<file path="config.mk">
export PLATFORM = sky130hd
export DESIGN_NAME = systolic_result_drain_flat
export DESIGN_NICKNAME = d
export VERILOG_FILES = /design/src/rtl/systolic_result_drain_if.sv /design/src/rtl/systolic_result_drain.sv /design/src/flat_wrapper.sv
export SDC_FILE = /design/constraint.sdc
export NUM_CORES = 1
export LEC_CHECK = 0
export CAP_MARGIN = 20
export CORE_MARGIN = 5
export CORE_UTILIZATION = 63
export DETAILED_ROUTE_END_ITERATION = 10
export DONT_BUFFER_PORTS = 1
export GPL_TIMING_DRIVEN = 0
export HOLD_SLACK_MARGIN = 0.1
export PLACE_DENSITY = 0.79
export SLEW_MARGIN = 20
export SYNTH_ARGS = -nofsm -noshare
export SYNTH_HDL_FRONTEND = slang
export SYNTH_SLANG_ARGS = --single-unit
</file>
<file path="constraint.sdc">
create_clock -name clk -period 4.9 [get_ports clk]
set_input_delay 0.98 -clock clk [delete_from_list [all_inputs] [get_ports clk]]
set_output_delay 0.98 -clock clk [all_outputs]
set_load 0.02 [all_outputs]
</file>
<file path="src/rtl/systolic_result_drain_if.sv">
// systolic_result_drain_if: column-input handshake and memory write bus of the result drain.
// slave is the drain's own view; master is the array/memory side driving it.
interface systolic_result_drain_if #(
    parameter int unsigned N      = 4,
    parameter int unsigned WIDTH  = 16,
    parameter int unsigned ADDR_W = 12
);
    logic                    col_valid;
    logic                    col_ready;
    logic [N-1:0][WIDTH-1:0] col_data;   // slice i holds row i of the column
    logic                    mem_write;
    logic [ADDR_W-1:0]       mem_addr;
    logic signed [WIDTH-1:0] mem_data_write;
    logic                    mem_ready;

    modport master (
        output col_valid, col_data, mem_ready,
        input  col_ready, mem_write, mem_addr, mem_data_write
    );

    modport slave (
        input  col_valid, col_data, mem_ready,
        output col_ready, mem_write, mem_addr, mem_data_write
    );
endinterface

</file>
<file path="src/rtl/systolic_result_drain.sv">
// systolic_result_drain: buffers N-wide result columns in a small FIFO and serialises them
// into single-word writes forming matrix C row-major at a latched base address.
// Optional macro DRAIN_STALL_CNT_EN adds a saturating count of back-pressured request cycles.
module systolic_result_drain #(
    parameter int unsigned N      = 4,
    parameter int unsigned WIDTH  = 16,
    parameter int unsigned ADDR_W = 12,
    parameter int unsigned DEPTH  = 4
) (
    input  logic                  clk,
    input  logic                  rst,
    input  logic                  start_i,
    input  logic [ADDR_W-1:0]     addr_c_i,
    input  logic [3:0]            n_i,
    systolic_result_drain_if.slave bus,
    output logic                  busy_o,
    output logic                  done_o,
    output logic [15:0]           stall_cycles_o
);
    localparam int unsigned PtrW = (DEPTH > 1) ? $clog2(DEPTH) : 1;
    localparam logic [3:0]  NMax = 4'(N);

    typedef enum logic [1:0] {StIdle, StDrain, StDone} state_e;

    state_e                  state_q, state_d;
    logic [ADDR_W-1:0]       base_q, base_d;
    logic [3:0]              nn_q, nn_d;
    logic [3:0]              cols_in_q, cols_in_d;  // columns accepted this job
    logic [3:0]              col_out_q, col_out_d;  // column index j of the FIFO head
    logic [3:0]              elem_q, elem_d;        // element index i within the head
    logic [7:0]              words_q, words_d;
    logic [PtrW-1:0]         wr_ptr_q, wr_ptr_d, rd_ptr_q, rd_ptr_d;
    logic [PtrW:0]           count_q, count_d;
    logic [N-1:0][WIDTH-1:0] fifo_mem_q [DEPTH];

    logic                    fifo_empty, fifo_full, push, wr_fire, pop, last_word;
    logic [7:0]              total_words;
    logic [3:0]              nn_start;
    logic [N-1:0][WIDTH-1:0] head;

    assign fifo_empty  = (count_q == '0);
    assign fifo_full   = (count_q == (PtrW + 1)'(DEPTH));
    assign total_words = 8'(nn_q) * 8'(nn_q);
    assign nn_start    = (n_i > NMax) ? NMax : n_i;
    assign head        = fifo_mem_q[rd_ptr_q];

    // Handshake outputs depend on registered state only
    always_comb begin
        bus.col_ready      = (state_q == StDrain) && !fifo_full && (cols_in_q < nn_q);
        bus.mem_write      = (state_q == StDrain) && !fifo_empty;
        bus.mem_addr       = '0;
        bus.mem_data_write = '0;
        if (bus.mem_write) begin
            bus.mem_addr = base_q + ADDR_W'(elem_q) * ADDR_W'(nn_q) + ADDR_W'(col_out_q);
            for (int k = 0; k < N; k++) begin
                if (elem_q == 4'(k)) bus.mem_data_write = $signed(head[k]);
            end
        end
    end

    assign push      = bus.col_valid && bus.col_ready;
    assign wr_fire   = bus.mem_write && bus.mem_ready;
    assign pop       = wr_fire && (elem_q == nn_q - 4'd1);
    assign last_word = wr_fire && (words_q == total_words - 8'd1);
    assign busy_o    = (state_q == StDrain);
    assign done_o    = (state_q == StDone);

    // Next-state: job control, FIFO pointers and write sequencing
    always_comb begin
        state_d   = state_q;
        base_d    = base_q;
        nn_d      = nn_q;
        cols_in_d = cols_in_q;
        col_out_d = col_out_q;
        elem_d    = elem_q;
        words_d   = words_q;
        wr_ptr_d  = wr_ptr_q;
        rd_ptr_d  = rd_ptr_q;
        count_d   = count_q;
        unique case (state_q)
            StIdle: begin
                if (start_i) begin
                    base_d    = addr_c_i;
                    nn_d      = nn_start;
                    cols_in_d = '0;
                    col_out_d = '0;
                    elem_d    = '0;
                    words_d   = '0;
                    wr_ptr_d  = '0;
                    rd_ptr_d  = '0;
                    count_d   = '0;
                    state_d   = (nn_start == '0) ? StDone : StDrain;
                end
            end
            StDrain: begin
                if (push) begin
                    wr_ptr_d  = wr_ptr_q + PtrW'(1);
                    cols_in_d = cols_in_q + 4'd1;
                end
                if (wr_fire) begin
                    words_d = words_q + 8'd1;
                    if (pop) begin
                        elem_d    = '0;
                        col_out_d = col_out_q + 4'd1;
                        rd_ptr_d  = rd_ptr_q + PtrW'(1);
                    end else begin
                        elem_d = elem_q + 4'd1;
                    end
                end
                count_d = count_q + (PtrW + 1)'(push) - (PtrW + 1)'(pop);
                if (last_word) state_d = StDone;
            end
            StDone:  state_d = StIdle;
            default: state_d = StIdle;
        endcase
    end

    // State registers with synchronous reset
    always_ff @(posedge clk) begin
        if (rst) begin
            state_q   <= StIdle;
            base_q    <= '0;
            nn_q      <= '0;
            cols_in_q <= '0;
            col_out_q <= '0;
            elem_q    <= '0;
            words_q   <= '0;
            wr_ptr_q  <= '0;
            rd_ptr_q  <= '0;
            count_q   <= '0;
        end else begin
            state_q   <= state_d;
            base_q    <= base_d;
            nn_q      <= nn_d;
            cols_in_q <= cols_in_d;
            col_out_q <= col_out_d;
            elem_q    <= elem_d;
            words_q   <= words_d;
            wr_ptr_q  <= wr_ptr_d;
            rd_ptr_q  <= rd_ptr_d;
            count_q   <= count_d;
        end
    end

    // Column storage; contents are don't-care once the pointers reset
    always_ff @(posedge clk) begin
        if (push) fifo_mem_q[wr_ptr_q] <= bus.col_data;
    end

`ifdef DRAIN_STALL_CNT_EN
    logic [15:0] stall_q, stall_d;

    // Saturating count of cycles a request waits on the memory
    always_comb begin
        stall_d = stall_q;
        if ((state_q == StIdle) && start_i) begin
            stall_d = '0;
        end else if (bus.mem_write && !bus.mem_ready && (stall_q != 16'hFFFF)) begin
            stall_d = stall_q + 16'd1;
        end
    end

    // Stall counter register
    always_ff @(posedge clk) begin
        if (rst) stall_q <= '0;
        else     stall_q <= stall_d;
    end

    assign stall_cycles_o = stall_q;
`else
    assign stall_cycles_o = '0;
`endif
endmodule

</file>
<file path="src/flat_wrapper.sv">
// flat-port wrapper written by rule: the top's interface ports become plain ports
module systolic_result_drain_flat 
#(
    parameter int unsigned N      = 4,
    parameter int unsigned WIDTH  = 16,
    parameter int unsigned ADDR_W = 12,
    parameter int unsigned DEPTH  = 4
)
  (clk, rst, start_i, addr_c_i, n_i, busy_o, done_o, stall_cycles_o, bus_col_valid, bus_col_data, bus_mem_ready, bus_col_ready, bus_mem_write, bus_mem_addr, bus_mem_data_write);
  systolic_result_drain_if #(.N(N), .WIDTH(WIDTH), .ADDR_W(ADDR_W)) bus_i ();
  input  logic clk;
  input  logic rst;
  input  logic start_i;
  input  logic [ADDR_W-1:0] addr_c_i;
  input  logic [3:0] n_i;
  output logic busy_o;
  output logic done_o;
  output logic [15:0] stall_cycles_o;
  input wire logic [$bits(bus_i.col_valid)-1:0] bus_col_valid;
  input wire logic [$bits(bus_i.col_data)-1:0] bus_col_data;
  input wire logic [$bits(bus_i.mem_ready)-1:0] bus_mem_ready;
  output wire logic [$bits(bus_i.col_ready)-1:0] bus_col_ready;
  output wire logic [$bits(bus_i.mem_write)-1:0] bus_mem_write;
  output wire logic [$bits(bus_i.mem_addr)-1:0] bus_mem_addr;
  output wire logic [$bits(bus_i.mem_data_write)-1:0] bus_mem_data_write;
  assign bus_i.col_valid = bus_col_valid;
  assign bus_i.col_data = bus_col_data;
  assign bus_i.mem_ready = bus_mem_ready;
  assign bus_col_ready = bus_i.col_ready;
  assign bus_mem_write = bus_i.mem_write;
  assign bus_mem_addr = bus_i.mem_addr;
  assign bus_mem_data_write = bus_i.mem_data_write;
  systolic_result_drain #(.N(N), .WIDTH(WIDTH), .ADDR_W(ADDR_W), .DEPTH(DEPTH)) u_core (.clk(clk), .rst(rst), .start_i(start_i), .addr_c_i(addr_c_i), .n_i(n_i), .bus(bus_i), .busy_o(busy_o), .done_o(done_o), .stall_cycles_o(stall_cycles_o));
endmodule
</file>
==> impl_metrics.py, run 1 <==
metrics = {
    "run_status": {
        "status": "complete, but fails checks",
        "violations": "negative setup slack",
    },
    "timing": {
        "fin_tns_setup_ns": -0.231,
        "setup_ws_ns": -0.0838,
        "fmax_mhz": 201,
        "tightestPinTransition_ns": 0.774,
        "rsz0062_at_grt": "yes",
        "hold_ws_ns": 0.452,
        "min_period_over_period_pct": 102,
        "setup_viol": 5,
        "maxSlewViolCount": 0,
        "period_minus_slack_ns": 4.98,
        "hold_violations": 0,
        "slew-limit-headroom_pct": 48.2,
        "skew_ns": 0.0194,
    },
    "grt": {
        "grt_antenna_before_repair": 0,
        "first_global_vias": 7842,
        "grt_max_degree": 50,
        "grt_pass1_wl_um": 44200,
        "grtUsageTotal_pct": 23.8,
        "grt_overflow": 0,
    },
    "synthesis": {
        "synth_top_area_share_pct": 57.4,
        "yosysTopAreaCell": "edfxtp_1",
        "ys_seq_area_share_pct": 64.5,
        "async_reset_ff_share_pct": 0,
        "ys_top_cells_by_area": "edfxtp_1, mux4_2, dfxtp_1",
        "yosysWarningCount": 0,
        "ys.flop_type": "edfxtp_1",
        "ys_types": 58,
        "synthesis.area_um2": 13400,
        "syn-mean-instance-area_um2": 15.4,
        "synthCells": 867,
        "ys_seq_elements": 303,
        "synth_edf_count": 256,
    },
    "route": {
        "wl_per_cell_um": 23.2,
        "routed-via-count": 7560,
        "drcViolationCount": 0,
        "drt-vias-per-instance": 6.12,
        "wirelength_um": 28700,
        "drtIter0Drc": 618,
        "drt-pass1-iter-count": 5,
        "ant_nets": 0,
    },
    "pwr": {
        "power.leakage_nw": 5.29,
        "power.total_mw": 5.47,
        "peakVddDrop_mv": 0.458,
        "p_per_area_nw_per_um2": 358,
    },
    "die": {
        "initial_core_util_pct": 63.9,
        "fp-row-count": 53,
        "dieWidth_um": 156,
        "die-area_um2": 24300,
        "core-area_um2": 21000,
        "ios": 133,
        "fp.dieH_um": 156,
    },
    "cts": {
        "hold_buffers": 0,
        "clkSinkCount": 303,
        "cts_root_buffer": "clkbuf_16",
        "cts-buffers-inserted": 30,
        "cts_tree": "yes",
        "cts_max_level": 1,
        "worstSkewPairLatency_ns": 0.56,
        "cts_buffer_depth": 3,
        "clk_pin_slew_ns": 0.06,
    },
    "worst_setup_path": {
        "crit_path_top_delay_cell": "fa_1",
        "startpoint_type": "flop",
        "startpoint": "u_core.nn_q[0]$_SDFFE_PP0P_",
        "timing.critical_path.buf_inv": 2,
        "setup.worst_path.class": "reg2out",
        "required_ns": 3.92,
        "critical_path.cell_chain": "buf_8 -> and2_4 -> fa_1 -> inv_1 -> fa_1 -> fa_1 -> fa_2 -> nor2b_4 -> o21ai_2 -> a21boi_2 -> o211ai_1 -> xor2_1 -> nor2_2",
        "end_kind": "output port",
        "critPathArrivalTime_ns": 4.00,
        "cp_max_fo": 3,
        "crit_path_frequent_cell": "fa_1",
        "r2r-start": "u_core.nn_q[1]$_SDFFE_PP0P_",
        "crit_family": "adder cells",
        "critical-path-max-stage-delay_ns": 0.53,
    },
    "placement": {
        "gp_congestion": 0.826,
        "dp_hpwl_um": 17900,
        "portBuffers": 0,
    },
    "layout": {
        "syn_to_final_growth_pct": 14.2,
        "final_cell_mix": "edfxtp_1, nand2_1, mux4_2",
        "diodes": 0,
        "final_layout_size_suffix_gt1_share_pct": 23.4,
        "layout_commonest_cell": "edfxtp_1",
        "fill_cells": 1289,
        "layout.nets": 1083,
    },
    "min_path": {
        "hp-start": "u_core.base_q[6]$_SDFFE_PP0P_",
        "min_path_type": "reg2reg",
    },
    "flow_run": {
        "maxCapViolCount": 0,
    },
}
## stage by stage
step | utilization [%] | instance area (um2) | std cells | setup WS (ns)
detailed placement | 66.3 | 13900 | 1161 | -0.541
global route | 72.9 | 15300 | 1236 | -0.245
global placement | 65.8 | 13800 | 1157 | -0.475
CTS | 72.4 | 15200 | 1231 | -0.0946
finish | 72.9 | 15300 | 1236 | -0.0838
floorplan | - | 13400 | 882 | 0.0201
## path summary, 6_finish.rpt
| check | end | slack, ns | cells after the start |
|---|---|---|---|
| max | bus_mem_addr[10] | -0.08 | 13 |
| min | u_core.base_q[6]$_SDFFE_PP0P_ | 0.45 | 2 |
| max reg2reg | u_core.count_q[2]$_SDFFE_PP0P_ | 1.59 | 16 |
| min reg2reg | u_core.base_q[6]$_SDFFE_PP0P_ | 0.45 | 2 |
## metal layers
layer  share of wire (%)  wire length, um  vias to the layer above  track usage [%]
li1                    -                -                     3384                -
met1                  37            10700                     3833             29.7
met2                  52            15000                      293             41.9
met3                 7.9             2270                       50             6.19
met4                 2.4              704                        0             6.46
met5                   0                0                        -                0
## kinds of logic after synthesis
logic type,count (synthesis),share of synthesized area [%]
flip-flops,303,64.5
AND/OR/NAND/NOR,170,6.10
AO/OA/AOI/OAI,114,5.42
buffers and inverters,113,3.93
multiplexers,69,11.1
adder cells (fa/ha/maj),59,6.36
XOR/XNOR,38,2.54
other,1,0.0280
## cell type report
| type | count | area (um2) | area share [%] |
|---|---|---|---|
| sequential | 303 | 8640 | 56.6 |
| clock buffer | 35 | 769 | 5.04 |
| tap | 275 | 344 | 2.25 |
| timing repair buffer | 26 | 272 | 1.78 |
| multi-input combinational | 466 | 4450 | 29.1 |
| inverter | 57 | 230 | 1.51 |
| buffer | 55 | 330 | 2.16 |
| clock inverter | 19 | 246 | 1.61 |
## registers in the layout (all words and copies together), names as in the netlist, named ones only
register	flops
u_core.words_q	8
u_core.state_q	2
u_core.wr_ptr_q	2
u_core.col_out_q	4
u_core.fifo_mem_q	256
u_core.nn_q	4
u_core.elem_q	4
u_core.base_q	12
u_core.cols_in_q	4
u_core.rd_ptr_q	2
u_core.count_q	3
## cell usage after synthesis, types with 4 or more instances
| master | count |
|---|---|
| and3_1 | 4 |
| ha_1 | 44 |
| nor3_1 | 6 |
| mux4_2 | 64 |
| and2_1 | 9 |
| edfxtp_1 | 256 |
| dfxtp_1 | 47 |
| xor2_1 | 14 |
| clkbuf_1 | 20 |
| o21ai_0 | 24 |
| nand3_1 | 8 |
| nand2_1 | 69 |
| inv_1 | 56 |
| a32oi_1 | 16 |
| xnor2_1 | 23 |
| nor2_1 | 45 |
| fa_1 | 15 |
| nand4_1 | 4 |
| a22oi_1 | 4 |
| buf_4 | 17 |
| nand2b_1 | 4 |
| a21o_1 | 5 |
| buf_2 | 14 |
| o22ai_1 | 17 |
| a21oi_1 | 29 |
| mux2i_1 | 5 |
| or3_1 | 4 |
## worst min-delay path: stages (launching register included)
cell and delay, ns:
dfxtp_1 0.31, nand2_1 0.05, a21oi_1 0.05
## power breakdown
part | internal (mW) | leakage, nW | switching, mW
combinational | 0.102 | 2.12 | 0.169
sequential | 2.82 | 2.69 | 0.0162
clock | 1.39 | 0.489 | 0.970
total | 4.31 | 5.29 | 1.16
## timing repair
item / CTS / global route
endpoints found under the setup margin: 9 / 7
buffers inserted: 16 / 6
cloned: 1 / 0
pin swaps: 23 / 14
resized for setup: 44 / 19
No activity file was read; power rests on OpenSTA's default activity.
==> run 2: changes to the inputs <==
CORE_MARGIN = 4   (was 5)
SKIP_LAST_GASP = 1   (was not set)
==> run 2 against run 1 <==
Compared with the run above:
- design area is 0.81% lower
- sequential power about the same
- maximum frequency decreased by 0.43%
- critical path depth grew 1
- the flow still finishes with violations (negative setup slack)
- worst setup slack lost 0.022 ns
- cell count is 0.40% higher
- core utilization fell by 0.59 points
- sequential share of layout area rose by 0.45 points
- clock skew decreased by 0.0091 ns
- clock-buffer cell count rose by 1
- die area down 2.6%
- power shrank 3.8%
==> impl_metrics.py, run 2 (synthesized netlist as in run 1, its figures left out) <==
metrics = {
    "run_status": {
        "status": "complete, but fails checks",
        "violations": "negative setup slack",
    },
    "worst_setup_path": {
        "cp_max_fo": 7,
        "rr_worst_depth": 15,
        "timing.critical_path.buf_inv": 3,
        "critical-path-max-stage-delay_ns": 0.54,
        "critPathArrivalTime_ns": 4.03,
        "crit_family": "adder cells",
        "crit_path_top_delay_cell": "fa_1",
        "r2r-start": "u_core.nn_q[1]$_SDFFE_PP0P_",
        "startpoint_type": "flop",
        "r2r-end": "u_core.count_q[2]$_SDFFE_PP0P_",
        "startpoint": "u_core.elem_q[2]$_SDFFE_PP0P_",
        "cp.depth": 14,
        "r2r_slack_ns": 1.63,
        "critical_path.cell_chain": "buf_6 -> buf_4 -> nand2_1 -> fa_1 -> fa_2 -> fa_1 -> inv_1 -> ha_1 -> a21o_1 -> a21oi_2 -> nand2b_1 -> a211oi_1 -> xnor2_1 -> nor2_2",
        "setup.worst_path.class": "reg2out",
        "required_ns": 3.92,
        "crit_path_end": "bus_mem_addr[11]",
        "crit_path_frequent_cell": "fa_1",
        "end_kind": "output port",
    },
    "cts": {
        "cts_tree": "yes",
        "cts_max_level": 1,
        "clkSinkCount": 303,
        "cts_root_buffer": "clkbuf_16",
        "cts-buffers-inserted": 30,
        "hold_buffers": 0,
        "cts_buffer_depth": 3,
        "clk_pin_slew_ns": 0.07,
        "worstSkewPairLatency_ns": 0.54,
    },
    "route": {
        "wirelength_um": 27300,
        "drt-vias-per-instance": 6.00,
        "drt-pass1-iter-count": 5,
        "ant_nets": 0,
        "routed-via-count": 7443,
        "wl_per_cell_um": 22.0,
        "drtIter0Drc": 496,
        "drcViolationCount": 0,
    },
    "die": {
        "initial_core_util_pct": 63.9,
        "core-area_um2": 21000,
        "fp-row-count": 53,
        "die-area_um2": 23600,
        "dieWidth_um": 154,
        "ios": 133,
        "fp.dieH_um": 154,
    },
    "grt": {
        "grtUsageTotal_pct": 23.2,
        "grt_pass1_wl_um": 43200,
        "grt_antenna_before_repair": 0,
        "grt_max_degree": 43,
        "grt_overflow": 0,
        "first_global_vias": 7739,
    },
    "layout": {
        "largest_registers": "u_core.fifo_mem_q (256), u_core.base_q (12), u_core.words_q (8)",
        "layout_commonest_cell": "edfxtp_1",
        "largest_register_ffs": 256,
        "diodes": 0,
        "final_layout_size_suffix_gt1_share_pct": 23.5,
        "final_cell_mix": "edfxtp_1, nand2_1, mux4_2",
        "top_register": "u_core.fifo_mem_q",
        "final_cells": 1241,
        "fin_util_pct": 72.3,
        "syn_to_final_growth_pct": 13.3,
        "layout.nets": 1087,
    },
    "pwr": {
        "peakVddDrop_mv": 0.348,
        "p_per_area_nw_per_um2": 347,
        "power.leakage_nw": 5.26,
    },
    "placement": {
        "gp_congestion": 0.827,
        "place_inst": 1161,
        "portBuffers": 0,
        "dp_hpwl_um": 18200,
    },
    "min_path": {
        "hp-start": "u_core.base_q[6]$_SDFFE_PP0P_",
        "min_path_type": "reg2reg",
        "holdPathStages": 2,
    },
    "timing": {
        "hold_violations": 0,
        "fin_tns_setup_ns": -0.418,
        "fmax_mhz": 200,
        "slew-limit-headroom_pct": 50.6,
        "tightestPinTransition_ns": 0.741,
        "setup_ws_ns": -0.105,
        "period_minus_slack_ns": 5.01,
        "maxSlewViolCount": 0,
        "setup_viol": 5,
        "skew_ns": 0.0103,
        "min_period_over_period_pct": 102,
        "rsz0062_at_grt": "yes",
    },
    "flow_run": {
        "maxCapViolCount": 0,
    },
}
-- run 2: final cells by class --
class                      count  area (um2)
tap                          275         344
clock inverter                19         133
fill                        1289        5800
sequential                   303        8640
buffer                        54         315
clock buffer                  36         795
inverter                      57         233
timing repair buffer          31         290
multi-input combinational    466        4410
-- run 2: how the worst min path moves through the flow --
| stage | to | slack, ns |
|---|---|---|
| after global placement | u_core.base_q[2]$_SDFFE_PP0P_ | 0.44 |
| after CTS | u_core.base_q[7]$_SDFFE_PP0P_ | 0.46 |
| after detailed placement | u_core.base_q[8]$_SDFFE_PP0P_ | 0.45 |
| final | u_core.base_q[6]$_SDFFE_PP0P_ | 0.46 |
| after floorplan | u_core.base_q[2]$_SDFFE_PP0P_ | 0.44 |
| after global routing | u_core.base_q[7]$_SDFFE_PP0P_ | 0.48 |
-- run 2: report_power, final --
group,switching [mW],internal [mW]
registers,0.0164,2.82
logic,0.168,0.100
clock network,0.949,1.21
-- run 2: per-stage QoR --
step                      power [mW]  worst slack, ns  cell area (um2)  hold WS, ns
after global routing            5.43           -0.248            15200        0.484
after floorplan                 3.07           0.0201            13400        0.436
after detailed placement        3.14           -0.518            13900        0.454
final                           5.26           -0.105            15200        0.461
after global placement          3.13           -0.470            13800        0.443
after CTS                       5.27           -0.113            15000        0.464
-- run 2: tightest hold or removal path, cell delays in order (launching register included) --
cell	delay, ns
dfxtp_1	0.31
nand2_1	0.05
a21oi_1	0.05
-- run 2: timing repair --
item / CTS / global route
endpoints found under the hold margin: 0 / 0
gates resized for setup: 44 / 13
setup endpoints to repair: 9 / 8
pin swaps: 21 / 7
setup buffers: 14 / 14
-- run 2: layer usage --
metal	global-route usage, %	part of all wire, %	vias to the layer above
met2	38.7	51	278
met3	5.63	7.6	62
met5	0	0	-
met1	30.8	38	3724
li1	-	-	3379
met4	7.40	3.2	0
==> run 3: changes to the inputs <==
ABC_AREA = 1   (was not set)
CORE_UTILIZATION = 64   (was 63)
PLACE_DENSITY = 0.8   (was 0.79)
REMOVE_ABC_BUFFERS = 1   (was not set)
==> run 3 against run 2 <==
Compared with the run above:
- the run now ends clean
- clock power rose by 6%
- worst hold slack improved by 0.026 ns
- cell count rose by 26%
- sequential share of layout area fell by 1.4 points
- global-route usage rose by 0.92 points
- maximum frequency rose by 3.2%
- core utilization rose by 0.81 points
==> impl_metrics.py, run 3 <==
metrics = {
    "run_status": {
        "status": "completed",
    },
    "worst_setup_path": {
        "cp_max_fo": 5,
        "rr_worst_depth": 9,
        "crit_family": "adder cells",
        "critPathArrivalTime_ns": 3.87,
        "timing.critical_path.buf_inv": 3,
        "crit_path_top_delay_cell": "fa_1",
        "startpoint_type": "flop",
        "crit_path_frequent_cell": "fa_1",
        "r2r-start": "u_core.nn_q[3]$_SDFFE_PP0P_",
        "required_ns": 3.92,
        "end_kind": "output port",
        "r2r_slack_ns": 1.89,
        "critical_path.cell_chain": "nand2_1 -> inv_1 -> fa_1 -> fa_1 -> inv_1 -> fa_1 -> inv_2 -> ha_4 -> a21o_1 -> a31oi_4 -> o21ai_4 -> nand4_1 -> nand2_2 -> nor2_4",
        "setup.worst_path.class": "reg2out",
        "critical-path-max-stage-delay_ns": 0.53,
        "r2r-end": "u_core.fifo_mem_q[3][6]$_DFFE_PP_",
    },
    "flow_run": {
        "maxCapViolCount": 0,
    },
    "synthesis": {
        "synthesis.area_um2": 14000,
        "ys_seq_area_share_pct": 61.6,
        "synth_edf_count": 256,
        "ys_seq_elements": 303,
        "ys.flop_type": "edfxtp_1",
        "synthTopCellsByCount": "edfxtp_1, nor2_1, nand2_1, o21ai_0, inv_1",
        "async_reset_ff_share_pct": 0,
        "yosysMostFrequentCell": "edfxtp_1",
        "yosysWarningCount": 0,
        "ys_types": 48,
        "synth_top_area_share_pct": 54.9,
        "synthCells": 1271,
        "ys_top_cells_by_area": "edfxtp_1, dfxtp_1, nor2_1",
        "yosysTopAreaCell": "edfxtp_1",
        "syn-mean-instance-area_um2": 11.0,
    },
    "placement": {
        "portBuffers": 0,
        "dp_hpwl_um": 18400,
        "gp_congestion": 0.808,
    },
    "grt": {
        "grtUsageTotal_pct": 24.2,
        "grt_max_degree": 129,
        "grt_pass1_wl_um": 47000,
        "first_global_vias": 9335,
        "grt_antenna_before_repair": 0,
        "grt_overflow": 0,
    },
    "die": {
        "fp-row-count": 53,
        "fp.dieH_um": 156,
        "ios": 133,
        "core-area_um2": 21300,
        "initial_core_util_pct": 65.8,
        "die-area_um2": 24300,
        "dieWidth_um": 156,
    },
    "route": {
        "met1_length_um": 11500,
        "drcViolationCount": 0,
        "wirelength_um": 30300,
        "dr.max_layer_used": "met4",
        "drt-vias-per-instance": 6.02,
        "drt-pass1-iter-count": 5,
        "route.met3.wl_um": 2920,
        "wl_per_cell_um": 19.3,
        "ant_nets": 0,
        "drtIter0Drc": 933,
        "routed-via-count": 9434,
        "routed-wl-met2_um": 15200,
    },
    "cts": {
        "worstSkewPairLatency_ns": 0.55,
        "cts_max_level": 1,
        "cts-buffers-inserted": 31,
        "cts_tree": "yes",
        "cts_buffer_depth": 3,
        "cts_root_buffer": "clkbuf_16",
        "hold_buffers": 0,
        "clk_pin_slew_ns": 0.06,
        "clkSinkCount": 303,
    },
    "timing": {
        "skew_ns": 0.00789,
        "rsz0062_at_grt": "yes",
        "setup_viol": 0,
        "maxSlewViolCount": 0,
        "min_period_over_period_pct": 98.9,
        "hold_violations": 0,
        "slew-limit-headroom_pct": 26.8,
        "period_minus_slack_ns": 4.85,
        "fmax_mhz": 206,
        "tightestPinTransition_ns": 1.09,
    },
    "pwr": {
        "peakVddDrop_mv": 0.426,
        "p_per_area_nw_per_um2": 351,
        "power.total_mw": 5.47,
        "power.leakage_nw": 5.75,
    },
    "layout": {
        "syn_to_final_growth_pct": 11.1,
        "diodes": 0,
        "largest_registers": "u_core.fifo_mem_q (256), u_core.base_q (12), u_core.words_q (8)",
        "top_register": "u_core.fifo_mem_q",
        "fin_util_pct": 73.1,
        "layout.nets": 1412,
        "final_cell_mix": "edfxtp_1, nor2_1, nand2_1",
        "largest_register_ffs": 256,
        "final_layout_size_suffix_gt1_share_pct": 10.8,
        "layout_commonest_cell": "edfxtp_1",
    },
    "min_path": {
        "holdPathStages": 1,
        "min_path_type": "in2reg",
        "min_to": "u_core.col_out_q[3]$_SDFFE_PP0P_",
        "hp-start": "rst",
    },
}
## run 3: changes by cell type after synthesis, sizes merged, moves of 42 or more
cell / change
o21ai: +114
nor2: +135
mux4: -64
inv: +54
a21oi: +42
nand2: +103
## run 3: cell type report
class / instances / area, um2
Sequential cell: 303 / 8660
Fill cell: 1358 / 5720
Multi-Input combinational cell: 792 / 4630
Clock buffer: 37 / 798
Timing Repair Buffer: 30 / 510
Inverter: 110 / 423
Tap cell: 275 / 344
Clock inverter: 21 / 204
## run 3: metrics by stage
step / std cells / setup WS (ns) / hold WS [ns] / area [um2] / setup TNS, ns
after floorplan: 1205 / 0.182 / 0.447 / 13500 / 0
after global placement: 1480 / -2.12 / 0.466 / 13900 / -499.21
after detailed placement: 1494 / -0.00163 / 0.473 / 14300 / -0.00163
after CTS: 1557 / 0.00471 / 0.472 / 15400 / 0
after global routing: 1568 / -0.133 / 0.472 / 15600 / -0.458
final: 1568 / 0.0520 / 0.487 / 15600 / 0
## run 3: how the worst max path moves through the flow
stage	from	to	slack, ns	cells after the start
floorplan	flop	bus_mem_data_write[0]	0.18	7
global placement	flop	bus_mem_data_write[7]	-2.12	7
detailed placement	u_core.elem_q[2]$_SDFFE_PP0P_	bus_mem_addr[11]	-0.002	14
CTS	u_core.nn_q[2]$_SDFFE_PP0P_	bus_mem_addr[7]	0.005	13
global route	u_core.elem_q[3]$_SDFFE_PP0P_	bus_mem_addr[11]	-0.13	14
finish	u_core.nn_q[3]$_SDFFE_PP0P_	bus_mem_addr[11]	0.05	14
## run 3: what timing repair did
item,4_1_cts,5_1_grt
setup buffers,5,11
resized for setup,33,14
pin swaps,6,18
setup endpoints to repair,8,7
## run 3: cell families after synthesis
family | Yosys count | share of synthesized area [%]
simple gates | 398 | 11.9
compound gates | 303 | 12.8
flops | 303 | 61.6
buf+inv | 191 | 6.71
fa+ha+maj | 59 | 6.07
xor+xnor | 16 | 1.00
other cells | 1 | 0.0268
## run 3: power breakdown
part	switching (mW)	internal [mW]
clock network	0.956	1.33
registers	0.0243	2.83
logic	0.219	0.109
## run 3: metal layers
layer	GRT usage, %	vias to the layer above
met5	0	-
met4	7.38	0
met3	6.10	62
met2	41.8	400
met1	30.2	4542
li1	-	4430
